## src/rtl/fib_seq_monitor.sv

```systemverilog
// Fibonacci-style sum stream checker: verifies each beat equals the sum of the two
// previous beats (with carry), tracks error/overflow statistics and keeps a short history.
module fib_seq_monitor #(
    parameter  int DATA_W = 8,
    parameter  int DEPTH  = 16,
    localparam int AW     = $clog2(DEPTH)
) (
    input  logic              clk,
    input  logic              rst,
    input  logic              in_valid,
    input  logic [DATA_W-1:0] in_data,
    input  logic              in_carry,
    input  logic [AW-1:0]     rd_addr,
    output logic [DATA_W-1:0] rd_data,
    output logic              error,
    output logic              locked,
    output logic [7:0]        err_count,
    output logic [7:0]        ovf_count,
    output logic [7:0]        seq_len,
    output logic              wrapped
);

    typedef enum logic [1:0] {IDLE, SEED, RUN} state_t;

    function automatic logic [7:0] sat_inc(input logic [7:0] v);
        return (v == 8'hFF) ? v : v + 8'd1;
    endfunction

    state_t            state_q, state_d;
    logic [DATA_W-1:0] prev2_q, prev2_d, prev1_q, prev1_d;
    logic [AW-1:0]     wr_ptr_q, wr_ptr_d;
    logic              error_q, error_d, locked_q, locked_d, wrapped_q, wrapped_d;
    logic [7:0]        err_cnt_q, err_cnt_d, ovf_cnt_q, ovf_cnt_d, seq_len_q, seq_len_d;
    logic [DATA_W-1:0] rd_data_q;
    logic [DATA_W-1:0] mem [DEPTH];
    logic [DATA_W:0]   exp_sum;
    logic              match;

    assign exp_sum = {1'b0, prev2_q} + {1'b0, prev1_q};
    assign match   = (exp_sum[DATA_W-1:0] == in_data) && (exp_sum[DATA_W] == in_carry);

    always_comb begin
        state_d   = state_q;
        prev2_d   = prev2_q;
        prev1_d   = prev1_q;
        wr_ptr_d  = wr_ptr_q;
        error_d   = 1'b0;
        locked_d  = locked_q;
        wrapped_d = wrapped_q;
        err_cnt_d = err_cnt_q;
        ovf_cnt_d = ovf_cnt_q;
        seq_len_d = seq_len_q;
        if (in_valid) begin
            wr_ptr_d  = wr_ptr_q + 1'b1;
            seq_len_d = sat_inc(seq_len_q);
            if (wr_ptr_q == AW'(DEPTH - 1))
                wrapped_d = 1'b1;
            case (state_q)
                IDLE: begin
                    prev2_d = in_data;
                    state_d = SEED;
                end
                SEED: begin
                    prev1_d = in_data;
                    state_d = RUN;
                end
                RUN: begin
                    // Shift in the observed value either way so a glitch resyncs the checker.
                    prev2_d = prev1_q;
                    prev1_d = in_data;
                    if (exp_sum[DATA_W])
                        ovf_cnt_d = sat_inc(ovf_cnt_q);
                    if (match) begin
                        locked_d = 1'b1;
                    end else begin
                        locked_d  = 1'b0;
                        error_d   = 1'b1;
                        err_cnt_d = sat_inc(err_cnt_q);
                    end
                end
                default: state_d = IDLE;
            endcase
        end
    end

    always_ff @(posedge clk) begin
        if (rst) begin
            state_q   <= IDLE;
            prev2_q   <= '0;
            prev1_q   <= '0;
            wr_ptr_q  <= '0;
            error_q   <= 1'b0;
            locked_q  <= 1'b0;
            wrapped_q <= 1'b0;
            err_cnt_q <= '0;
            ovf_cnt_q <= '0;
            seq_len_q <= '0;
            rd_data_q <= '0;
        end else begin
            state_q   <= state_d;
            prev2_q   <= prev2_d;
            prev1_q   <= prev1_d;
            wr_ptr_q  <= wr_ptr_d;
            error_q   <= error_d;
            locked_q  <= locked_d;
            wrapped_q <= wrapped_d;
            err_cnt_q <= err_cnt_d;
            ovf_cnt_q <= ovf_cnt_d;
            seq_len_q <= seq_len_d;
            rd_data_q <= mem[rd_addr];
        end
    end

    // History storage is never reset; only accepted beats write it.
    always_ff @(posedge clk) begin
        if (in_valid && !rst)
            mem[wr_ptr_q] <= in_data;
    end

    assign rd_data   = rd_data_q;
    assign error     = error_q;
    assign locked    = locked_q;
    assign err_count = err_cnt_q;
    assign ovf_count = ovf_cnt_q;
    assign seq_len   = seq_len_q;
    assign wrapped   = wrapped_q;

endmodule

```

## config.mk

```make
export PLATFORM = sky130hd
export DESIGN_NAME = fib_seq_monitor
export DESIGN_NICKNAME = d
export VERILOG_FILES = /design/src/rtl/fib_seq_monitor.sv
export SDC_FILE = /design/constraint.sdc
export NUM_CORES = 1
export LEC_CHECK = 0
export BUFFER_PORTS_ARGS = -buffer_cell sky130_fd_sc_hd__buf_2
export CORE_MARGIN = 2
export CORE_UTILIZATION = 45
export CTS_CLUSTER_SIZE = 40
export DETAILED_ROUTE_END_ITERATION = 12
export PLACE_DENSITY = 0.71
export SLEW_MARGIN = 20
export SYNTH_ARGS = -nofsm -noshare
export SYNTH_HDL_FRONTEND = slang
export SYNTH_SLANG_ARGS = --single-unit
```

## constraint.sdc

```tcl
create_clock -name clk -period 7.4 [get_ports clk]
set_input_delay 0.37 -clock clk [delete_from_list [all_inputs] [get_ports clk]]
set_output_delay 0.37 -clock clk [all_outputs]
set_load 0.02 [all_outputs]
```

# == Word-level counts from Yosys, hierarchy flattened ==
# Memories as Yosys holds them, arrays and structs flattened. A register that Yosys moved wholly into a read port is not among the register bits.
# Cells that the tools add are included.
# totals
input_bits,16
elab_cells,51
regBits,49
mem_count,1
ramBits,128
output_inout_bits,35
# mem_list
name,depth,width,read_ports,rd_clocked_by_memory_dff,wr,line,rtl
mem,16,8,1,1,1,35,logic [DATA_W-1:0] mem [DEPTH];
# op_classes
n_eq_ne,8
reduce_logical,15
addsub,5
bitwise_logic,6
n_mux,6
# op_table
op,count
"8-bit by 1-bit adder with 8-bit output, second input constant",3
"8-bit equality test, second input constant",3
8-bit one-hot mux with 2 select lines,1
2-bit AND reduction,6
8-bit by 8-bit adder with 9-bit output,1
8-bit equality test,1
4-bit AND reduction,2
1-bit NOT,6
2-bit one-hot mux with 3 select lines,1
"4-bit by 1-bit adder with 4-bit output, second input constant",1
"4-bit equality test, second input constant",1
1-bit 2-to-1 mux,4
3-bit OR reduction,1
"2-bit by 1-bit equality test with 1-bit output, second input constant",1
"2-bit equality test, second input constant",1
1-bit logical AND,2
2-bit logical NOT,1
2-bit nonzero test,1
2-bit OR reduction,1
1-bit equality test,1
1-bit logical NOT,1

# == Logic depth before layout (Yosys ltp) ==
# logic_depth
word_depth,5
ltp_mapped,10
mapped_depth_nobuf,9

# == Worst setup path after synthesis ==
# OpenSTA, ideal clock, no wires.
# synth_timing
path_type,register -> register
from,reg prev2_q[0]
to,reg err_cnt_q[5] (netlist: err_count[5])
path_stages_with_launch,11
setup_time_ns,0.115
t_arrival_ns,2.526
t_required_ns,7.285
synth_period_minus_slack_ns,2.640
setup_slack_ns,4.760
n_path_buf,1
cell_sequence,dfxtp_1 ha_1 fa_1 a21o_1 a221o_1 o2111a_1 o32ai_2 o21ai_2 buf_6 o31a_1 o21a_1
# synth_via
elab_chain_len,5
elab_cells_between_ends,6
cone_classes,1 x add/sub; 2 x eq/ne; 1 x bitwise; 2 x reduce/logical
# synth_lines
element,line,rtl
start: declaration,30,"logic [DATA_W-1:0] prev2_q, prev2_d, prev1_q, prev1_d;"
start signal: assignment,101,prev2_q <= prev2_d;
8-bit by 8-bit adder with 9-bit output (*),39,"assign exp_sum = {1'b0, prev2_q} + {1'b0, prev1_q};"
8-bit equality test / 1-bit equality test (equally long branches),40,assign match = (exp_sum[DATA_W-1:0] == in_data) && (exp_sum[DATA_W] == in_carry);
1-bit logical AND (*),40,
1-bit NOT (no source line) (*),n/a,
4-bit AND reduction (no source line) (*),n/a,
end signal: assignment,107,err_cnt_q <= err_cnt_d;
end: declaration,33,"logic [7:0] err_cnt_q, err_cnt_d, ovf_cnt_q, ovf_cnt_d, seq_len_q, seq_len_d;"
# Mark *: on every way between the ends. The rest lies on a longest branch, timed or not.
# A chain may end at the register's enable or synchronous reset.

# == Worst setup path in the final report ==
# layout_timing
from,reg prev1_q[0]
to,reg err_cnt_q[6] (netlist: err_count[6])
# layout_via
elab_chain_len,5
elab_cells_between_ends,6
cone_classes,1 x add/sub; 2 x eq/ne; 1 x bitwise; 2 x reduce/logical
# layout_lines
element,line,rtl
start: declaration,30,
start signal: assignment,102,prev1_q <= prev1_d;
8-bit by 8-bit adder with 9-bit output (*),39,
8-bit equality test / 1-bit equality test (equally long branches),40,
1-bit logical AND (*),40,
1-bit NOT (no source line) (*),n/a,
4-bit AND reduction (no source line) (*),n/a,
# Marks and branches as above.

==> flow_summary.ini <==
[finish]
final_layout_size_suffix_gt1_share_pct = 22.1
n_antenna_cell = 0
finalNetCount = 601
flow.area_growth_from_synthesis_pct = 13.4
post-route-util_pct = 52.5
mostFrequentLayoutCell = sky130_fd_sc_hd__edfxtp_1
layout.cells.most_common_list = sky130_fd_sc_hd__edfxtp_1, sky130_fd_sc_hd__dfxtp_1, sky130_fd_sc_hd__buf_2, sky130_fd_sc_hd__nor2_1, sky130_fd_sc_hd__mux4_2

[critical_path]
worst-endpoint-arrival_ns = 3.21
end_kind = flop
crit_path_start_kind = flop
crit_path_max_fanout = 14
cp_data_required_time_ns = 7.75
timing.critical_path.slowest_stage_cell = sky130_fd_sc_hd__or4_1
ff2ff_setup_slack_ns = 4.54
crit_path_cell_trace = ha_1, fa_1, a21o_1, a221o_1, o2111a_1, o32ai_2, o21ai_2, or4_1, a21oi_1
cp_max_stage_delay_ns = 0.44
crit_path_start = prev1_q[0]
critical_path.reg2reg.startpoint = prev1_q[0]
worst-setup-path-type = flop to flop

[clock_network]
numCtsBuffers = 17
insertion_delay_ns = 0.43
cts-root-to-sink-buffers = 2
cts_tree = done
worst_setup_hold_path_clk_slew_ns = 0.07
cts_max_level = 4
cts_resized = 0
hold_buffers = 0
clock_sink_count = 185
buffer_count_from_post_cts_setup_fixing = 0
cts-root-buf = sky130_fd_sc_hd__clkbuf_16

[power_and_ir_drop]
combPwrFrac_pct = 7.3
leakage_nw = 3.10
internal-power_w = 0.00167
vdd_drop_max_v = 0.000179
power.density_mw_per_mm2 = 247
seq_power_share_pct = 52.6
power.switching_w = 0.000485
netSwitchingFraction_pct = 22.5
clockPowerShare_pct = 40.1

[min_path]
hold_start = in_valid
min-delay-path-class = input pin to flop

[timing]
final.setup.tns_ns = 0
hold_violations = 0
skew_ns = 0.0101
max_transition_margin_pct = 45.4
setup-violations-final = 0
layout_min_cycle_time_ns = 2.86
post-route-period-util_pct = 38.6
fmax_ghz = 0.350
setup_ws_ns = 4.54
final_max_slew_viol_count = 0
grt_setup_unrepaired = no
tightestPinTransition_ns = 0.819

[placement]
dpl.hpwl_um = 10100
gpl.final_weighted_congestion = 0.807
place_worst_setup_slack_ns = 4.57
portBuffers = 50

[synth]
yosys.area_share.simple_pct = 8.82
synth_edf_count = 128
cell_count_after_synthesis = 515
synth.area.mux_share_pct = 13.1
post_synth_xor_area_fraction_pct = 3.07
share_of_synthesized_cell_area_in_full_adder_half_adder_and_majority_cells_pct = 3.35
sequential_cell_area_fraction_in_the_yosys_report_pct = 64.7
syn_area_per_cell_um2 = 15.0
yosysWarnings = 0
synth_top_family_by_area = multiplexers
mappedNetlistArea_mm2 = 0.00770
synth_compound_area_share_pct = 5.15
synth_cell_type_count = 46
ys_async_sr_fraction_pct = 0
synth-main-ff-cell = sky130_fd_sc_hd__edfxtp_1
yosys_register_bits = 185
synth.net_count = 551

[route]
dr.first_iter.drc_count = 423
wirelength_um = 15700
drt-pass1-iter-count = 4
route.detailed.wl_per_inst_um = 19.6
drc = 0
via_count = 4467
final_antenna_net_count = 0
drt-vias-per-instance = 5.60

[global_routing]
grt_first_pass_wirelength_um = 24500
grt_remaining_overflow = 0
grt_max_degree = 51
grt_pass1_vias = 4552
grt_antenna_before_repair = 0
gr_util_all_layers_pct = 18.1

[floorplanning]
initial_core_util_pct = 46.3
fp.dieArea_mm2 = 0.0182
design.portCount = 51
dieWidth_um = 135
core-area_mm2 = 0.0166
die-height_um = 135
placement_rows = 47

[status]
status = finished, final reports clean

[flow_run]
cap_viol_max_count = 0
-- layout make-up --
cell class	count	area (um^2)
inverters	13	48.8
clock buffers	20	457
multi-input cells	296	2580
clock inverters	12	109
flip-flops and latches	185	4980
repair buffers	52	278
well taps	220	275
fillers	1345	7910
-- routing by layer --
layer / part of all wire, % / vias to the layer above / GRT usage, %
met5: 0 / - / 0
met4: 1.6 / 0 / 6.32
met3: 5.2 / 26 / 4.50
met2: 51 / 123 / 30.3
met1: 43 / 2252 / 23.2
li1: - / 2066 / -
-- registers in the layout (all words and copies together), names as in the netlist, 4 cells and up --
| signal | count |
|---|---|
| wr_ptr_q | 4 |
| seq_len | 8 |
| rd_data | 8 |
| prev1_q | 8 |
| prev2_q | 8 |
| mem | 128 |
| err_count | 8 |
| ovf_count | 8 |
-- final timing paths --
kind	end	cells past startpoint
max	err_count[6]	9
min	prev1_q[5]	3
max reg2reg	err_count[6]	9
min reg2reg	wrapped	1
-- critical path: cells and delay by family (launching register included) --
family | cells | cell delay, ns
simple gates | 1 | 0.44
fa+ha+maj | 2 | 0.62
compound gates | 6 | 1.39
flops | 1 | 0.33
-- power groups by stage --
stage	Clock (W)	Sequential, W	Combinational, W
3_3_place_gp	0	0.00116	0.000150
4_1_cts	0.000879	0.00113	0.000158
6_report	0.000866	0.00113	0.000157
2_1_floorplan	0	0.00116	0.000101
3_5_place_dp	0	0.00116	0.000156
5_1_grt	0.000920	0.00114	0.000172
-- Yosys cell counts, types with 2 or more instances --
master / n / share of area, %
sky130_fd_sc_hd__clkbuf_1: 12 / 0.58
sky130_fd_sc_hd__buf_1: 5 / 0.24
sky130_fd_sc_hd__and2_1: 24 / 1.9
sky130_fd_sc_hd__nor2_1: 43 / 2.1
sky130_fd_sc_hd__inv_1: 13 / 0.63
sky130_fd_sc_hd__nand4_1: 4 / 0.32
sky130_fd_sc_hd__nor3_1: 3 / 0.19
sky130_fd_sc_hd__nand2_1: 23 / 1.1
sky130_fd_sc_hd__nand3_1: 21 / 1.4
sky130_fd_sc_hd__dfxtp_1: 57 / 15
sky130_fd_sc_hd__ha_1: 19 / 3.1
sky130_fd_sc_hd__and3_1: 7 / 0.57
sky130_fd_sc_hd__mux4_2: 40 / 12
sky130_fd_sc_hd__mux2i_1: 11 / 1.4
sky130_fd_sc_hd__buf_2: 3 / 0.19
sky130_fd_sc_hd__a21oi_1: 24 / 1.6
sky130_fd_sc_hd__a211oi_1: 9 / 0.88
sky130_fd_sc_hd__or3_1: 5 / 0.41
sky130_fd_sc_hd__a41oi_1: 2 / 0.23
sky130_fd_sc_hd__o21ai_0: 6 / 0.39
sky130_fd_sc_hd__a21o_1: 5 / 0.49
sky130_fd_sc_hd__edfxtp_1: 128 / 50
sky130_fd_sc_hd__o211ai_1: 2 / 0.19
sky130_fd_sc_hd__xnor2_1: 13 / 1.5
sky130_fd_sc_hd__xor2_1: 14 / 1.6
sky130_fd_sc_hd__nor4_1: 2 / 0.16
-- kinds of logic (layout without fill, tap and decap cells) --
logic type	Yosys count	in the layout
buffers and inverters	34	97
adder cells (fa/ha/maj)	20	20
AO/OA/AOI/OAI	60	60
multiplexers	51	51
XOR/XNOR	27	27
AND/OR/NAND/NOR	138	138
flip-flops	185	185
-- metrics by stage --
step                      total power (W)  std cells  cell area [um^2]  hold slack (ns)
final                             0.00216        798              8740            0.374
after global placement            0.00131        765              8150            0.433
after global routing              0.00223        798              8740            0.373
after floorplan                   0.00126        515              7700            0.453
after CTS                         0.00217        798              8730            0.351
after detailed placement          0.00131        766              8170            0.442
(Power assumes the default switching activity.)
